### src/rtl/sha_pkg.sv
// ---------------------------------------------------------------------------
// sha_pkg
// Shared definitions for the SHA message block padder:
//   state_t          - padder FSM states (IDLE, READ, WAIT, EMIT)
//   BLOCK_WORDS      - 32-bit words per 512-bit block
//   LEN_BYTES        - bytes of bit-length field at the tail of the final block
//   calc_num_blocks  - number of padded blocks for a message of 'size' bytes
// ---------------------------------------------------------------------------
package sha_pkg;

  typedef enum logic [1:0] {
    IDLE = 2'd0,
    READ = 2'd1,
    WAIT = 2'd2,
    EMIT = 2'd3
  } state_t;

  localparam int BLOCK_WORDS = 16;
  localparam int LEN_BYTES   = 8;

  // floor((size*8 + 64) / 512) + 1 reduces to floor((size + 8) / 64) + 1.
  // The sum is formed in 33 bits so sizes near 2^32 cannot wrap.
  function automatic logic [31:0] calc_num_blocks(input logic [31:0] size);
    logic [32:0] padded;
    padded = {1'b0, size} + 33'(LEN_BYTES);
    return 32'(padded >> 6) + 32'd1;
  endfunction

endpackage

### src/rtl/sha_block_padder_if.sv
// ---------------------------------------------------------------------------
// sha_block_padder_if
// Bundles the padder's command, memory-read and block-stream signals.
//   start, message_addr, size     - command from the requester
//   mem_addr, mem_read_data       - word-addressed memory read port
//                                   (data valid one cycle after address)
//   blk_valid, blk_ready,
//   blk_data, blk_last            - padded 512-bit block stream
//   num_blocks, busy              - status
// Modports:
//   master - the padder itself
//   slave  - the environment (requester, memory and block consumer)
// ---------------------------------------------------------------------------
interface sha_block_padder_if #(
  parameter int ADDR_W = 16
);
  logic              start;
  logic [ADDR_W-1:0] message_addr;
  logic [31:0]       size;
  logic [ADDR_W-1:0] mem_addr;
  logic [31:0]       mem_read_data;
  logic              blk_valid;
  logic              blk_ready;
  logic [511:0]      blk_data;
  logic              blk_last;
  logic [15:0]       num_blocks;
  logic              busy;

  modport master (
    input  start, message_addr, size, mem_read_data, blk_ready,
    output mem_addr, blk_valid, blk_data, blk_last, num_blocks, busy
  );

  modport slave (
    output start, message_addr, size, mem_read_data, blk_ready,
    input  mem_addr, blk_valid, blk_data, blk_last, num_blocks, busy
  );
endinterface

### src/rtl/sha_word_builder.sv
// ---------------------------------------------------------------------------
// sha_word_builder
// Combinational: forms one padded 32-bit word of the SHA stream.
// Ports:
//   raw_word  in  32  memory word (already in big-endian byte order)
//   word_idx  in  32  global word index within the padded stream
//   size      in  32  message length in bytes
//   final_blk in  1   word belongs to the last block of the message
//   word      out 32  padded word
// Bytes below 'size' come from raw_word, the byte at 'size' is 0x80, the
// rest are zero; in the final block the last two words carry the 64-bit
// big-endian message bit length instead.
// ---------------------------------------------------------------------------
module sha_word_builder
  import sha_pkg::*;
(
  input  logic [31:0] raw_word,
  input  logic [31:0] word_idx,
  input  logic [31:0] size,
  input  logic        final_blk,
  output logic [31:0] word
);

  localparam logic [3:0] LEN_HI_WORD = 4'(BLOCK_WORDS - LEN_BYTES / 4);
  localparam logic [3:0] LEN_LO_WORD = 4'(BLOCK_WORDS - 1);

  logic [33:0] byte_pos;

  always_comb begin
    word     = '0;
    byte_pos = '0;
    for (int j = 0; j < 4; j++) begin
      byte_pos = {word_idx, 2'b00} + 34'(j);
      if (byte_pos < {2'b00, size}) begin
        word[31-8*j -: 8] = raw_word[31-8*j -: 8];
      end else if (byte_pos == {2'b00, size}) begin
        word[31-8*j -: 8] = 8'h80;
      end
    end
    // The block count formula guarantees these two words never hold
    // message or 0x80 bytes in the final block, so overriding is safe.
    if (final_blk && (word_idx[3:0] == LEN_HI_WORD)) begin
      word = {29'b0, size[31:29]};
    end else if (final_blk && (word_idx[3:0] == LEN_LO_WORD)) begin
      word = {size[28:0], 3'b000};
    end
  end

endmodule

### src/rtl/sha_block_padder.sv
// ---------------------------------------------------------------------------
// sha_block_padder
// Reads a byte message from word-addressed memory and emits it as a stream
// of SHA-style padded 512-bit blocks (0x80 terminator, zero fill, 64-bit
// big-endian bit length at the end of the final block).
// Ports:
//   clk      in  rising-edge clock
//   reset_n  in  asynchronous active-low reset
//   bus      sha_block_padder_if.master (command, memory, block stream)
// Each word takes two cycles (READ issues the address, WAIT captures the
// returned data), so a block costs 32 cycles plus one EMIT cycle.
// Words that contain no message byte never change mem_addr, i.e. no read.
// Build option: define PADDER_BYTE_SWAP_EN for little-endian memory; each
// read word is then byte-reversed before use.
// ---------------------------------------------------------------------------
module sha_block_padder
  import sha_pkg::*;
#(
  parameter int ADDR_W = 16
) (
  input  logic                 clk,
  input  logic                 reset_n,
  sha_block_padder_if.master   bus
);

  state_t            state, state_nxt;

  logic [31:0]       size_q;
  logic [31:0]       total_blk;
  logic [31:0]       blk_cnt;
  logic [3:0]        word_idx;
  logic [ADDR_W-1:0] base_addr;
  logic [ADDR_W-1:0] mem_addr_q;
  logic [31:0]       words_q [BLOCK_WORDS];
  logic              blk_valid_q;
  logic              blk_last_q;
  logic              busy_q;
  logic [15:0]       num_blocks_q;

  logic [31:0]       msg_words;
  logic [31:0]       gword;
  logic [31:0]       gword_nxt;
  logic              next_needs_read;
  logic              final_blk;
  logic              handshake;
  logic [31:0]       raw_word;
  logic [31:0]       built_word;
  logic [511:0]      blk_data_w;

  // Number of memory words that hold at least one message byte.
  assign msg_words       = (size_q >> 2) + {31'b0, |size_q[1:0]};
  // Block counts stay below 2^27, so 28 bits of block index suffice.
  assign gword           = {blk_cnt[27:0], word_idx};
  // Holds for both in-block advance and the wrap into the next block,
  // because word_idx is 15 whenever a block is being emitted.
  assign gword_nxt       = gword + 32'd1;
  assign next_needs_read = (gword_nxt < msg_words);
  assign final_blk       = (blk_cnt == total_blk - 32'd1);
  assign handshake       = (state == EMIT) && bus.blk_ready;

`ifdef PADDER_BYTE_SWAP_EN
  assign raw_word = {bus.mem_read_data[7:0],   bus.mem_read_data[15:8],
                     bus.mem_read_data[23:16], bus.mem_read_data[31:24]};
`else
  assign raw_word = bus.mem_read_data;
`endif

  sha_word_builder u_word_builder (
    .raw_word  (raw_word),
    .word_idx  (gword),
    .size      (size_q),
    .final_blk (final_blk),
    .word      (built_word)
  );

  always_ff @(posedge clk or negedge reset_n) begin
    if (!reset_n) begin
      state <= IDLE;
    end else begin
      state <= state_nxt;
    end
  end

  always_comb begin
    state_nxt = state;
    unique case (state)
      IDLE: if (bus.start) state_nxt = READ;
      READ: state_nxt = WAIT;
      WAIT: begin
        if (word_idx == 4'(BLOCK_WORDS - 1)) state_nxt = EMIT;
        else                                 state_nxt = READ;
      end
      EMIT: begin
        if (handshake) state_nxt = blk_last_q ? IDLE : READ;
      end
      default: state_nxt = IDLE;
    endcase
  end

  always_ff @(posedge clk or negedge reset_n) begin
    if (!reset_n) begin
      size_q       <= '0;
      total_blk    <= '0;
      blk_cnt      <= '0;
      word_idx     <= '0;
      base_addr    <= '0;
      mem_addr_q   <= '0;
      blk_valid_q  <= 1'b0;
      blk_last_q   <= 1'b0;
      busy_q       <= 1'b0;
      num_blocks_q <= '0;
      for (int i = 0; i < BLOCK_WORDS; i++) words_q[i] <= '0;
    end else begin
      case (state)
        IDLE: begin
          // start is only honoured here, so a start while busy is dropped.
          if (bus.start) begin
            size_q       <= bus.size;
            base_addr    <= bus.message_addr;
            total_blk    <= calc_num_blocks(bus.size);
            num_blocks_q <= 16'(calc_num_blocks(bus.size));
            blk_cnt      <= '0;
            word_idx     <= '0;
            busy_q       <= 1'b1;
            if (bus.size != 32'd0) mem_addr_q <= bus.message_addr;
          end
        end
        WAIT: begin
          words_q[word_idx] <= built_word;
          if (word_idx == 4'(BLOCK_WORDS - 1)) begin
            blk_valid_q <= 1'b1;
            blk_last_q  <= final_blk;
          end else begin
            word_idx <= word_idx + 4'd1;
            if (next_needs_read) mem_addr_q <= base_addr + ADDR_W'(gword_nxt);
          end
        end
        EMIT: begin
          if (bus.blk_ready) begin
            blk_valid_q <= 1'b0;
            if (blk_last_q) begin
              blk_last_q <= 1'b0;
              busy_q     <= 1'b0;
            end else begin
              blk_cnt  <= blk_cnt + 32'd1;
              word_idx <= '0;
              if (next_needs_read) mem_addr_q <= base_addr + ADDR_W'(gword_nxt);
            end
          end
        end
        default: ;
      endcase
    end
  end

  // Word 0 lands in the most significant 32 bits of the block.
  always_comb begin
    blk_data_w = '0;
    for (int i = 0; i < BLOCK_WORDS; i++) begin
      blk_data_w[511-32*i -: 32] = words_q[i];
    end
  end

  assign bus.mem_addr   = mem_addr_q;
  assign bus.blk_valid  = blk_valid_q;
  assign bus.blk_data   = blk_data_w;
  assign bus.blk_last   = blk_last_q;
  assign bus.num_blocks = num_blocks_q;
  assign bus.busy       = busy_q;

endmodule

### src/flat_wrapper.sv
// flat-port wrapper written by rule: the top's interface ports become plain ports
module sha_block_padder_flat import sha_pkg::*;
#(
  parameter int ADDR_W = 16
)
  (clk, reset_n, bus_start, bus_message_addr, bus_size, bus_mem_read_data, bus_blk_ready, bus_mem_addr, bus_blk_valid, bus_blk_data, bus_blk_last, bus_num_blocks, bus_busy);
  sha_block_padder_if #(.ADDR_W(ADDR_W)) bus_i ();
  input  logic clk;
  input  logic reset_n;
  input wire logic [$bits(bus_i.start)-1:0] bus_start;
  input wire logic [$bits(bus_i.message_addr)-1:0] bus_message_addr;
  input wire logic [$bits(bus_i.size)-1:0] bus_size;
  input wire logic [$bits(bus_i.mem_read_data)-1:0] bus_mem_read_data;
  input wire logic [$bits(bus_i.blk_ready)-1:0] bus_blk_ready;
  output wire logic [$bits(bus_i.mem_addr)-1:0] bus_mem_addr;
  output wire logic [$bits(bus_i.blk_valid)-1:0] bus_blk_valid;
  output wire logic [$bits(bus_i.blk_data)-1:0] bus_blk_data;
  output wire logic [$bits(bus_i.blk_last)-1:0] bus_blk_last;
  output wire logic [$bits(bus_i.num_blocks)-1:0] bus_num_blocks;
  output wire logic [$bits(bus_i.busy)-1:0] bus_busy;
  assign bus_i.start = bus_start;
  assign bus_i.message_addr = bus_message_addr;
  assign bus_i.size = bus_size;
  assign bus_i.mem_read_data = bus_mem_read_data;
  assign bus_i.blk_ready = bus_blk_ready;
  assign bus_mem_addr = bus_i.mem_addr;
  assign bus_blk_valid = bus_i.blk_valid;
  assign bus_blk_data = bus_i.blk_data;
  assign bus_blk_last = bus_i.blk_last;
  assign bus_num_blocks = bus_i.num_blocks;
  assign bus_busy = bus_i.busy;
  sha_block_padder #(.ADDR_W(ADDR_W)) u_core (.clk(clk), .reset_n(reset_n), .bus(bus_i));
endmodule
### config.mk
export PLATFORM = sky130hd
export DESIGN_NAME = sha_block_padder_flat
export DESIGN_NICKNAME = d
export VERILOG_FILES = /design/src/rtl/sha_pkg.sv /design/src/rtl/sha_block_padder_if.sv /design/src/rtl/sha_word_builder.sv /design/src/rtl/sha_block_padder.sv /design/src/flat_wrapper.sv
export SDC_FILE = /design/constraint.sdc
export NUM_CORES = 1
export LEC_CHECK = 0
export CORE_ASPECT_RATIO = 1.5
export CORE_MARGIN = 2
export CORE_UTILIZATION = 43
export CTS_CLUSTER_SIZE = 28
export DETAILED_ROUTE_END_ITERATION = 10
export GPL_TIMING_DRIVEN = 0
export PLACE_DENSITY = 0.68
export SLEW_MARGIN = 20
export SYNTH_ARGS = -nofsm -noshare
export SYNTH_HDL_FRONTEND = slang
export SYNTH_SLANG_ARGS = --single-unit
### constraint.sdc
create_clock -name clk -period 5.71 [get_ports clk]
set_clock_uncertainty 0.15 [all_clocks]
set_input_delay 1.142 -clock clk [delete_from_list [all_inputs] [get_ports clk]]
set_output_delay 1.142 -clock clk [all_outputs]
set_load 0.02 [all_outputs]
## Word-level counts from Yosys, hierarchy flattened

Cells that the tools add are included.

| word-level totals | value |
|---|---|
| register bits | 665 |
| input port bits | 84 |
| output and inout port bits | 547 |
| word-level logic and storage cells | 124 |

| operators by class | value |
|---|---|
| add/sub/neg operators | 11 |
| $lt $le $gt $ge | 7 |
| equal/unequal tests | 18 |
| multiplexer cells | 43 |
| bitwise operators | 1 |
| reduce and logical (&&, ||, !) cells | 17 |

Operators by type and width:

| kind | count |
|---|---|
| $bwmux 512 | 1 |
| $mux 32 | 6 |
| $eq 34x32->1 | 4 |
| $lt 34x32->1 | 4 |
| $demux 32 s4 | 1 |
| $mux 16 | 6 |
| $add 34x2->34 const B | 2 |
| $add 32x1->32 const B | 2 |
| $mux 8 | 8 |
| $pmux 32 s2 | 1 |
| $pmux 16 s3 | 1 |
| $add 34x1->34 const B | 1 |
| $add 32x4->33 const B | 1 |
| $eq 32x32->1 | 1 |
| $lt 32x32->1 | 1 |
| $reduce_bool 32->1 | 1 |
| $sub 32x1->32 const B | 1 |
| $add 30x1->31 | 1 |
| $add 27x1->28 const B | 1 |
| $add 16x16->16 | 1 |
| $mux 4 | 4 |
| $pmux 4 s3 | 1 |
| $eq 4x4->1 const B | 2 |
| $ne 2x1->1 const B | 4 |
| 21 further kinds | 41 |

## Longest topological paths before layout

| depth | value |
|---|---|
| depth in word-level cells | 7 |
| gate-level depth with buffers | 19 |
| depth with buffers taken out | 18 |

## Cells and area by module

From an unflattened synthesis, not the netlist that was laid out.

| second synthesis, totals | value |
|---|---|
| cell total of the unflattened synthesis | 2502 |
| area total of the unflattened synthesis | 30337.8 um^2 |

Modules (own cells, without submodules):

| module | instances | cells an instance | area each (um^2) | sequential area each (um^2) |
|---|---|---|---|---|
| sha_block_padder | 1 | 2320 | 28979.0 | 16140.5 |
| sha_word_builder | 1 | 182 | 1358.8 | 0.0 |

## Worst setup path before layout

No wires, ideal clock.

| timing | value |
|---|---|
| path type | flip-flop to flip-flop |
| from | register u_core.word_idx[2] |
| to | register u_core.mem_addr_q[10] (netlist: u_core.bus.mem_addr[10]) |
| setup time | 0.125 ns |
| data arrival time | 3.877 ns |
| required time | 5.435 ns |
| path slack | 1.559 ns |
| cell stages (with the launch flop) | 19 |
| buffers on the path | 2 |
| clock period less this slack | 4.151 ns |
| cells stage by stage | dfrtp_1 -> clkbuf_1 -> and2_0 -> nand2_1 -> nor2_1 -> nand3_1 -> nor2_1 -> nand2_1 -> xnor2_1 -> ha_1 -> a21o_1 -> a21oi_1 -> o21ai_0 -> or3_1 -> nor3_1 -> or3_1 -> nand3_1 -> clkbuf_1 -> mux2_2 |

| on the way | value |
|---|---|
| cells in the longest elaborated chain, start to end | 6 |
| elaborated cells on any way between the ends | 11 |
| those cells by class | add/sub: 2; order compare: 1; eq/ne: 2; mux: 5; reduce/logical: 1 |

Ends and longest elaborated chain:

| what | line | RTL |
|---|---|---|
| start, declared | sha_block_padder.sv:31 | `logic [3:0] word_idx;` |
| start signal, assigned | sha_block_padder.sv:134 | `word_idx <= word_idx + 4'd1;` |
| $add 32x1->32 | sha_block_padder.sv:56 | `assign gword_nxt = gword + 32'd1;` |
| $lt 32x32->1 or $add 16x16->16 (tied branches) | sha_block_padder.sv:57, sha_block_padder.sv:135, sha_block_padder.sv:147 |  |
| $mux 16 | sha_block_padder.sv:135, sha_block_padder.sv:147 |  |
| $mux 16 | sha_block_padder.sv:141 | `if (blk_last_q) begin` |
| $mux 16 | sha_block_padder.sv:139 | `if (bus.blk_ready) begin` |
| $pmux 16 s3 | sha_block_padder.sv:114 | `case (state)` |
| end signal, assigned | sha_block_padder.sv:125 | `if (bus.size != 32'd0) mem_addr_q <= bus.message_addr;` |
| end signal, assigned | sha_block_padder.sv:135 | `if (next_needs_read) mem_addr_q <= base_addr + ADDR_W'(gword_nxt);` |
| end signal, assigned | sha_block_padder.sv:147 | `if (next_needs_read) mem_addr_q <= base_addr + ADDR_W'(gword_nxt);` |
| end, declared | sha_block_padder.sv:33 | `logic [ADDR_W-1:0] mem_addr_q;` |

Parallel ways exist; a longest one is shown, timed or not. The select of a mux whose other input is x is not followed.
A chain may end at the register's enable or synchronous reset.

## Final worst setup path

| timing | value |
|---|---|
| from | register u_core.word_idx[0] |
| to | register u_core.mem_addr_q[13] (netlist: u_core.bus.mem_addr[13]) |

The elaborated chain is that of the path after synthesis.

==> metrics.md <==
| Metric | Value |
|---|---|
| Outcome | finished, final reports clean |
| RSZ-0062 raised after global routing | false |
| WP data arrival | 5.95 ns |
| # setup viols final | 0 |
| Clock transition at path regs | 0.07 ns |
| Routed Antenna Nets | 0 |
| Final Max Slew Viols | 0 |
| Largest net degree at the start of global routing | just under 100 |
| Ports | 631 |
| Clock Path Buffers | 3 |
| Sequential-to-total area share from yosys stat | 0.549 |
| Clk Latency, worst-skew pair | around 0.64 ns |
| Post-route DRC | 0 |
| FMAX | between 150 and 200 MHz |
| CP Max Fanout | 10 |
| P&R area growth vs syn | 32.9% |
| Starting density of the core | 0.434 |
| Slew headroom | 0.263 |
| Slowest stage delay, CP | 0.50 ns |
| Commonest non-fill, non-tap cell in the layout | nand2_1 |
| Final Routed Wirelength | ~120,000 microns |
| Final #Nets | between 3,000 and 4,000 |
| First-pass GRT wire length | about 170,000 microns |
| Core area | roughly 0.068 sq mm |
| CP max stage cell | dfrtp_1 |
| CTS H-tree depth | 2 |
| CP Data Required Time | 6.08 ns |
| Num CTS Buffers | 60 |
| Synth warn | 0 |
| Leading cell types in the layout, fill and taps excluded | 680 x nand2_1, 645 x dfrtp_1, 627 x clkdlybuf4s50_1, 390 x o21ai_0, 169 x clkbuf_1 |
| Async SR Flop Fraction | 1.00 |
| Power Total | about 0.023 W |
| Die area | a little over 0.07 sq mm |
| DRT Pass-1 Iters | 5 |
| Starting DRT DRC Count | roughly 2,100 |
| Vias after detailed routing | 25,900 |
| Final WS setup | 0.131 ns |
| Crit path kind | register to register |
| Non-Filler Instances | ~4,700 |
| Power per Cell Area | approximately 600 mW/mm^2 |
| Post-route minimum period | approximately 5.6 ns |
| PortBufs | 628 |
| Total of max-cap violations | 0 |
| Initial antenna violation count | 5 |
| Die W | roughly 220 microns |
| Post-Syn Nets | ~3,200 |
| Root Driver | clkbuf_16 |
| Setup crit end kind | register |
| Via density per instance | about 5.5 |
| Final worst-path cycle share | 0.977 |
| Top FF cell, synth | dfrtp_1 |
| Critical path launch point type | register |
| Worst vdd ir | roughly 330 uV |
| TritonCTS clock tree | built |
| Vias in the first global route | ~25,000 |
| Post-Syn Instances | slightly above 3,000 |
| GP Congestion | around 1 |
| Worst path cell trace | ha_1 > clkbuf_2 > nand2_1 > nor2_1 > nand3_1 > nor2_2 > nand2_1 > xnor2_1 > ha_1 > a21o_1 > a21oi_1 > o21ai_0 > or3_1 > nor3_1 > or3_1 > nand3_2 > clkbuf_2 > mux2_2 |
| Grt total ovfl | 0 |
| Synth cell types | approximately 70 |
| Syn Area/Cell | 9.63 sq um |
| Sink Count | about 650 |
| Total Routing Usage GR | 0.326 |
| WL per Instance | 24.9 microns |
| Worst slew pin tran | about 1.1 ns |
| Cell count after placement | ~4,600 |
| Share of cells above drive strength 1 | 0.0666 |
| Height of the die | ~320 microns |
| Post CTS Setup Buffer Count | 0 |
| FF+latch count, synth | between 600 and 700 |
| Dpl hpwl | between 90,000 and 100,000 microns |
| Pre-CTS WS | -0.513 ns |
| Hold WS | 0.327 ns |
| Post-Syn Area | a little under 0.03 sq mm |
| Post-synth EDFFs | 0 |
| Worst hold path class | register to register |
| Pleak | 17.5 nW |
| Row cnt | between 100 and 150 |
| Final Hold Viols | 0 |
[sequential cells by signal (all words and copies together), names as in the netlist]
name	count
u_core.word_idx	4
u_core.total_blk	13
u_core.bus.blk_data	512
u_core.bus.busy	1
u_core.bus.num_blocks	15
u_core.bus.blk_last	1
u_core.state	2
u_core.bus.mem_addr	16
u_core.base_addr	16
u_core.bus.blk_valid	1
u_core.size_q	32
u_core.blk_cnt	32
[power by group]
group	internal [W]	switching, W
clock	0.00236	0.00188
sequential	0.00643	0.00128
combinational	0.00467	0.00657
total	0.0135	0.00973
[timing repair]
item                       CTS  global route
gates resized for setup      5             3
hold buffers                 0             0
setup endpoints to repair   16            10
pin swaps                    0             0
[critical path: cells and delay by family, from the launching register on]
family          cells  cell delay, ns
simple gates        9            2.56
xor+xnor            1            0.14
fa+ha+maj           2            0.55
buf+inv             2            0.70
flops               1            0.50
compound gates      3            0.52
mux                 1            0.32
[stage by stage]
| stage | util | cell area [sq um] | TNS [ns] |
|---|---|---|---|
| final | 0.577 | 39100 | 0 |
| after global routing | 0.577 | 39100 | 0 |
| after CTS | 0.576 | 39100 | 0 |
| after detailed placement | 0.546 | 37000 | -6.06 |
| after global placement | 0.543 | 36800 | - |
| after floorplan | - | 29400 | 0 |
[logic make-up after synthesis]
logic type,Yosys count,synth area share
compound gates,700,0.125
xor+xnor,163,0.0486
fa+ha+maj,88,0.0375
buf+inv,279,0.0412
flops,645,0.549
mux,77,0.0352
simple gates,1102,0.163
[final cells by class]
class / instances / area (sq um)
fillers: 6037 / 28700
flip-flops and latches: 645 / 16100
multi-input cells: 2130 / 12100
repair buffers: 637 / 6500
clock buffers: 74 / 1590
well taps: 892 / 1120
plain buffers: 220 / 992
clock inverters: 33 / 425
inverters: 58 / 218
diodes: 4 / 10.0
[routing by layer]
metal / vias up / wire length [microns] / global-route usage
met5: - / 0 / 0
met4: 0 / 7450 / 0.181
met3: 298 / 8490 / 0.0721
met2: 1092 / 59300 / 0.576
met1: 12800 / 41800 / 0.363
li1: 11700 / - / -
[synth_stat cells (all sizes together), types with 10 or more instances]
library cell    n  share of area
a21oi          82          0.014
and2           28         0.0060
mux2i          14         0.0092
buf            49          0.011
nor4           18         0.0040
nor2b          10         0.0021
inv            58         0.0074
and3           26         0.0055
xnor2         106          0.032
dfrtp         645           0.55
clkbuf        172          0.022
mux2           63          0.026
nand2         680          0.087
o21ai         544          0.093
a31oi          20         0.0043
nand3          56         0.0095
ha             85          0.036
or3            18         0.0038
nand4          33         0.0070
a21o           16         0.0041
nor3           40         0.0072
nor2          145          0.019
xor2           57          0.017
[final timing paths]
kind                       slack, ns                              endpoint                            startpoint  cells past startpoint
hold reg to reg                 0.33  u_core.bus.blk_data[264]$_DFFE_PN0P_  u_core.bus.blk_data[264]$_DFFE_PN0P_                      2
setup / recovery                0.13   u_core.bus.mem_addr[13]$_DFFE_PN0P_        u_core.word_idx[0]$_DFFE_PN0P_                     18
hold / removal                  0.33  u_core.bus.blk_data[264]$_DFFE_PN0P_  u_core.bus.blk_data[264]$_DFFE_PN0P_                      2
setup reg to reg                0.13   u_core.bus.mem_addr[13]$_DFFE_PN0P_        u_core.word_idx[0]$_DFFE_PN0P_                     18
max in group asynchronous       3.45   u_core.bus.mem_addr[10]$_DFFE_PN0P_                               reset_n                      4
min in group asynchronous       0.36  u_core.bus.blk_data[181]$_DFFE_PN0P_                               reset_n                      1
No activity file was read; power rests on OpenSTA's default activity.
